**src/rtl/alu_issue_fifo.sv**
```systemverilog
// ALU issue queue: operand/op/tag FIFO with valid/ready on both sides.
// Optional same-cycle empty bypass enabled by defining ALU_ISSUE_BYPASS_EN.
module alu_issue_fifo #(
    parameter int DATA_WIDTH = 32,
    parameter int DEPTH      = 4,
    parameter int TAG_WIDTH  = 6
) (
    input  logic                    clk,
    input  logic                    rst,
    input  logic                    flush,
    input  logic                    in_valid,
    output logic                    in_ready,
    input  logic [DATA_WIDTH-1:0]   in_op1,
    input  logic [DATA_WIDTH-1:0]   in_op2,
    input  logic [3:0]              in_opsel,
    input  logic [4:0]              in_shamt,
    input  logic [TAG_WIDTH-1:0]    in_tag,
    output logic                    out_valid,
    input  logic                    out_ready,
    output logic [DATA_WIDTH-1:0]   out_op1,
    output logic [DATA_WIDTH-1:0]   out_op2,
    output logic [3:0]              out_opsel,
    output logic [4:0]              out_shamt,
    output logic [TAG_WIDTH-1:0]    out_tag,
    output logic                    out_illegal,
    output logic [$clog2(DEPTH):0]  count
);

    localparam int AW = $clog2(DEPTH);
    localparam int CW = AW + 1;
    localparam logic [CW-1:0] FULL = CW'(DEPTH);

    logic [DATA_WIDTH-1:0] mem_op1   [DEPTH];
    logic [DATA_WIDTH-1:0] mem_op2   [DEPTH];
    logic [3:0]            mem_opsel [DEPTH];
    logic [4:0]            mem_shamt [DEPTH];
    logic [TAG_WIDTH-1:0]  mem_tag   [DEPTH];

    logic [AW-1:0] wr_ptr;
    logic [AW-1:0] rd_ptr;
    logic          stored_valid;
    logic          bypass;
    logic          do_push;
    logic          do_pop;
    logic [3:0]    head_opsel;

    assign stored_valid = (count != '0);
    assign in_ready     = (count < FULL) && !flush && !rst;

`ifdef ALU_ISSUE_BYPASS_EN
    assign bypass = (count == '0) && !flush && !rst && in_valid && out_ready;
`else
    assign bypass = 1'b0;
`endif

    assign out_valid = stored_valid || bypass;
    assign do_push   = in_valid && in_ready && !bypass;
    assign do_pop    = stored_valid && out_ready && !flush;

    always_comb begin
        out_op1    = '0;
        out_op2    = '0;
        out_opsel  = '0;
        out_shamt  = '0;
        out_tag    = '0;
        head_opsel = '0;
        if (bypass) begin
            out_op1    = in_op1;
            out_op2    = in_op2;
            out_opsel  = in_opsel;
            out_shamt  = in_shamt;
            out_tag    = in_tag;
            head_opsel = in_opsel;
        end else if (stored_valid) begin
            out_op1    = mem_op1[rd_ptr];
            out_op2    = mem_op2[rd_ptr];
            out_opsel  = mem_opsel[rd_ptr];
            out_shamt  = mem_shamt[rd_ptr];
            out_tag    = mem_tag[rd_ptr];
            head_opsel = mem_opsel[rd_ptr];
        end
    end

    // Codes 1001..1110 are reserved; they travel through but get flagged.
    assign out_illegal = out_valid &&
                         (head_opsel >= 4'd9) && (head_opsel <= 4'd14);

    // Entry storage carries no reset; only pointers and count do.
    always_ff @(posedge clk) begin
        if (do_push) begin
            mem_op1[wr_ptr]   <= in_op1;
            mem_op2[wr_ptr]   <= in_op2;
            mem_opsel[wr_ptr] <= in_opsel;
            mem_shamt[wr_ptr] <= in_shamt;
            mem_tag[wr_ptr]   <= in_tag;
        end
    end

    always_ff @(posedge clk or posedge rst) begin
        if (rst) begin
            wr_ptr <= '0;
            rd_ptr <= '0;
            count  <= '0;
        end else if (flush) begin
            wr_ptr <= '0;
            rd_ptr <= '0;
            count  <= '0;
        end else begin
            if (do_push)
                wr_ptr <= wr_ptr + 1'b1;
            if (do_pop)
                rd_ptr <= rd_ptr + 1'b1;
            unique case ({do_push, do_pop})
                2'b10:   count <= count + 1'b1;
                2'b01:   count <= count - 1'b1;
                default: count <= count;
            endcase
        end
    end

endmodule
```
**config.mk**
```make
export PLATFORM = sky130hd
export DESIGN_NAME = alu_issue_fifo
export DESIGN_NICKNAME = d
export VERILOG_FILES = /design/src/rtl/alu_issue_fifo.sv
export SDC_FILE = /design/constraint.sdc
export NUM_CORES = 1
export LEC_CHECK = 0
export CAP_MARGIN = 20
export CORE_MARGIN = 3
export CORE_UTILIZATION = 40
export CTS_CLUSTER_SIZE = 20
export DETAILED_ROUTE_END_ITERATION = 12
export PLACE_DENSITY = 0.72
export SLEW_MARGIN = 20
export SYNTH_ARGS = -nofsm -noshare
export SYNTH_HDL_FRONTEND = slang
export SYNTH_SLANG_ARGS = --single-unit
```
**constraint.sdc**
```tcl
create_clock -name clk -period 9.6 [get_ports clk]
set_clock_uncertainty 0.1 [all_clocks]
set_input_delay 2.88 -clock clk [delete_from_list [all_inputs] [get_ports clk]]
set_output_delay 2.88 -clock clk [all_outputs]
set_load 0.02 [all_outputs]
```
* Word-level counts from Yosys, hierarchy flattened
Memories as Yosys holds them, arrays and structs flattened.
Index checks and enable logic that the tools add are counted.
** Word-level totals
- Bits in registers :: 7
- Bits in writable memories :: 316
- Bits of input ports :: 84
- Output and inout port bits :: 85
- Word-level logic and storage cells :: 43
- Memories :: 5
** Memories
- mem_op1 :: words 4, bits a word 32, rd ports 1, clocked after memory_dff 0, wr ports 1, line 33 : logic [DATA_WIDTH-1:0] mem_op1 [DEPTH];
- mem_op2 :: words 4, bits a word 32, rd ports 1, clocked after memory_dff 0, wr ports 1, line 34 : logic [DATA_WIDTH-1:0] mem_op2 [DEPTH];
- mem_tag :: words 4, bits a word 6, rd ports 1, clocked after memory_dff 0, wr ports 1, line 37 : logic [TAG_WIDTH-1:0] mem_tag [DEPTH];
- mem_shamt :: words 4, bits a word 5, rd ports 1, clocked after memory_dff 0, wr ports 1, line 36 : logic [4:0] mem_shamt [DEPTH];
- mem_opsel :: words 4, bits a word 4, rd ports 1, clocked after memory_dff 0, wr ports 1, line 35 : logic [3:0] mem_opsel [DEPTH];
** Cells by class
- $add $sub $neg :: 4
- Magnitude comparators :: 3
- Eq/ne operators :: 2
- Multiplexer cells :: 13
- Reduce and logical (&&, ||, !) cells :: 13
** Operators with widths (count)
- two-way mux 32 bit :: 2
- two-way mux 2 bit :: 4
- logical AND 1 bit :: 7
- two-way mux 6 bit :: 1
- one-hot mux 3 bit (2 select lines) :: 1
- nonzero test 3 bit :: 2
- two-way mux 5 bit :: 1
- adder 2 x 1 -> 2 bit (second input constant) :: 2
- >= comparator 4 bit (second input constant) :: 1
- less-or-equal comparator 4 bit (second input constant) :: 1
- two-way mux 4 bit :: 1
- nonzero test 2 bit :: 2
- adder 3 x 1 -> 3 bit (second input constant) :: 1
- less-than comparator 3 bit (second input constant) :: 1
- two-way mux 3 bit :: 1
- subtractor 3 x 1 -> 3 bit (second input constant) :: 1
- equality test 2 x 1 -> 1 bit (second input constant) :: 1
- equality test 2 bit (second input constant) :: 1
- logical NOT 1 bit :: 2
- two-way mux 1 bit :: 2

* Longest topological paths before layout
- Word-level depth :: 7
- Depth in mapped cells :: 8

* Worst setup path before layout
OpenSTA, ideal clock, no wires.
- Path type :: in2out
- Start :: in flush
- End :: out in_ready
- Arrival time :: 3584 ps
- Slack :: 3036 ps
- Cell stages on the path :: 2
- Buffers on the path :: 1
- Cells stage by stage :: clkbuf_1 nor3_1
** On the way
- Longest elaborated chain between the ends :: 3
** RTL lines
- start, declared :: line 10 : input logic flush,
- logical NOT 1 bit :: line 48 : assign in_ready = (count < FULL) && !flush && !rst;
- logical AND 1 bit (2 in a row) :: line 48
- end, declared :: line 12 : output logic in_ready,
No other way between the ends.

* Final worst setup path
Ends and elaborated chain as after synthesis.

==> out/results.tsv <==
stage	metric	value	unit
status	status	finished, final reports clean	
hold_path	Hold Crit Class	reg -> reg	
setup_path	CP max stage cell	clkdlybuf4s50_1	
synthesis	post-synthesis register bit count	323	
route	Avg WL per Cell	20.4	um
final_layout	post-layout util	0.521	
floorplan	Die W	182	um
power_and_ir_drop	Worst VDD drop	0.170	mV
final_layout	fill cell count	2350	
synthesis	register area share after synthesis	0.781	
place	Cell Area, Placed	14500	sq um
route	final WL	23500	um
clocking	CTS buffer count	35	
clocking	Clock transition at path regs	0.06	ns
route	Post-DRT Antenna Nets	0	
route	initial drt markers	344	
flow_run	max-cap viol count	0	
floorplan	die height	182	um
synthesis	Mapped Cells	550	
synthesis	Synth Warn #	0	
global_routing	largest net degree at the start of global routing	82	
clocking	worst skew pair latency	0.48	ns
setup_path	Crit Path Class	in -> out	
synthesis	Mapped Area	12400	sq um
setup_path	crit-path most repeated cell	clkdlybuf4s50_1	
synthesis	prevailing post-synth register cell	edfxtp_1	
clocking	TritonCTS clock tree	built	
synthesis	EDFF count, synth	316	
synthesis	Async S/R FF share, synth	0.0217	
clocking	post-cts hold buffer count	0	
setup_path	Worst path max stage delay	0.63	ns
sta	worst slew pin tran	0.767	ns
place	GP Congestion	0.722	
setup_path	R2R cell count	4	
synthesis	Syn Area/Cell	22.5	sq um
clocking	H-tree levels	2	
route	DRC	0	
synthesis	main area contributors after synthesis	edfxtp_1 77%, mux4_2 14%, and2_1 4.2%	
final_layout	post-route design area	15700	sq um
sta	Hold Slack	0.532	ns
route	WL met1	9600	um
setup_path	crit end category	output port	
route	met3 wire length	1240	um
clocking	Clock Tree Buf Depth	3	
setup_path	CP Max Fanout	10	
place	dpl ws	2.27	ns
synthesis	top-area cell type share of the netlist area	0.767	
route	wire length on met2	12200	um
power_and_ir_drop	Pwr Total	4.04	mW
final_layout	antenna fix cells	0	
power_and_ir_drop	Power Density	258	nW/um^2
setup_path	Required @ worst endpoint	6.62	ns
sta	final setup margin	2.27	ns
final_layout	layout overhead on the synthesized area	26.5	%
floorplan	row count	63	
clocking	postcts setup bufs	0	
sta	Max Transition Viols Final	0	
synthesis	Post-synth top cells	316 x edfxtp_1, 84 x and2_1, 79 x mux4_2	
route	Vias	5808	
sta	RSZ-0062 raised after global routing	no	
place	Post-DP HPWL	13500	um
global_routing	first-pass GRT wire length	37400	um
synthesis	post-synthesis cell type count	25	
synthesis	most frequent cell after synthesis	edfxtp_1	
sta	fmax	136	MHz
global_routing	initial antenna violation count	0	
sta	Fin Setup TNS	0	ns
global_routing	GR Util All Layers	0.145	
floorplan	core area	30000	sq um
global_routing	total grt overflow	0	
global_routing	vias in the first global route	6448	
final_layout	nets@finish	824	
sta	number of failing hold endpoints at the final stage	0	
final_layout	post-route insts no fill	1151	
hold_path	hold-critical path depth	2	
route	DR vias/cell	5.05	
clocking	Clock Tree Root	clkbuf_16	
setup_path	crit path cell chain	clkdlybuf4s50_1, nor3_1, clkdlybuf4s50_1	
route	Pre-Repair DR Iteration Count	4	
sta	Rel. slew slack	0.489	
setup_path	CP arrival	4.35	ns
final_layout	share of layout cells above drive strength 1	0.197	
sta	Final min period	7.33	ns
power_and_ir_drop	Pleak	4.96	nW
place	placed insts	1088	
place	count of input and output buffers	168	
synthesis	cell type with the largest total area after synthesis	edfxtp_1	
route	Highest Signal Layer	met4	
floorplan	Initial Utilization	0.412	
synthesis	Syn Nets	639	
sta	final setup violation count	0	
floorplan	I/O Pins	169	
clocking	Clock Sinks	323	
floorplan	die area	33100	sq um
setup_path	Startpoint Class	input pin	
clocking	post-cts repair resize count	0	
sta	part of the cycle the worst path needs	0.763	
[placed cells by master (no fill, tap or decap), types with 5 or more instances in the layout]
| master | synthesis | routed |
|---|---|---|
| buf_4 | 3 | 9 |
| clkbuf_1 | 14 | 5 |
| clkinv_1 | 0 | 5 |
| clkbuf_16 | 0 | 37 |
| clkinv_2 | 0 | 9 |
| mux4_2 | 79 | 79 |
| edfxtp_1 | 316 | 316 |
| and2_1 | 84 | 80 |
| clkdlybuf4s50_1 | 0 | 168 |
| dfrtp_1 | 7 | 5 |
| nor3_1 | 7 | 7 |
| bufinv_16 | 0 | 5 |
[power breakdown]
group	internal, mW	total, mW	switching (mW)
registers	1.59	1.64	0.0535
clock network	0.836	1.34	0.506
logic	0.545	1.06	0.513
[kinds of logic (layout without fill, tap and decap cells)]
logic type / Yosys count / after routing / synth area share
mux: 80 / 80 / 0.145
compound gates: 3 / 3 / 0.00222
xor+xnor: 3 / 3 / 0.00212
flops: 323 / 323 / 0.781
buf+inv: 32 / 243 / 0.0128
simple gates: 104 / 104 / 0.0515
fa+ha+maj: 5 / 5 / 0.00566
[registers in the layout, indices dropped and copies added (netlist names)]
register	count
count	3
mem_op1	128
mem_op2	128
mem_opsel	16
mem_shamt	20
mem_tag	24
rd_ptr	2
wr_ptr	2
[critical path, delay by kind of cell]
family / cells / cell delay [ns]
and+or+nand+nor: 1 / 0.25
buffers and inverters: 2 / 1.22
[layout make-up]
| cell class | instances | area (sq um) | area share |
|---|---|---|---|
| repair buffers | 177 | 1750 | 0.112 |
| flip-flops and latches | 323 | 9670 | 0.618 |
| clock buffers | 42 | 945 | 0.0603 |
| multi-input cells | 195 | 2560 | 0.164 |
| inverters | 3 | 11.3 | 0.000719 |
| well taps | 390 | 488 | 0.0312 |
| clock inverters | 21 | 230 | 0.0147 |
[worst paths after layout]
path,startpoint,endpoint,slack [ns]
setup / recovery,flush,in_ready,2.27
hold / removal,wr_ptr[1]$_DFFE_PP0P_,wr_ptr[1]$_DFFE_PP0P_,0.53
setup reg to reg,count[2]$_DFFE_PP0P_,mem_op2[0][2]$_DFFE_PP_,6.88
hold reg to reg,wr_ptr[1]$_DFFE_PP0P_,wr_ptr[1]$_DFFE_PP0P_,0.53
max in group asynchronous,rst,rd_ptr[0]$_DFFE_PP0P_,6.57
min in group asynchronous,rst,rd_ptr[1]$_DFFE_PP0P_,2.60
[per-layer routing]
metal,vias up,global-route usage
met5,-,0
met1,3019,0.186
met4,0,0.0363
li1,2604,-
met3,35,0.0335
met2,150,0.251
No activity file was read; power rests on OpenSTA's default activity.
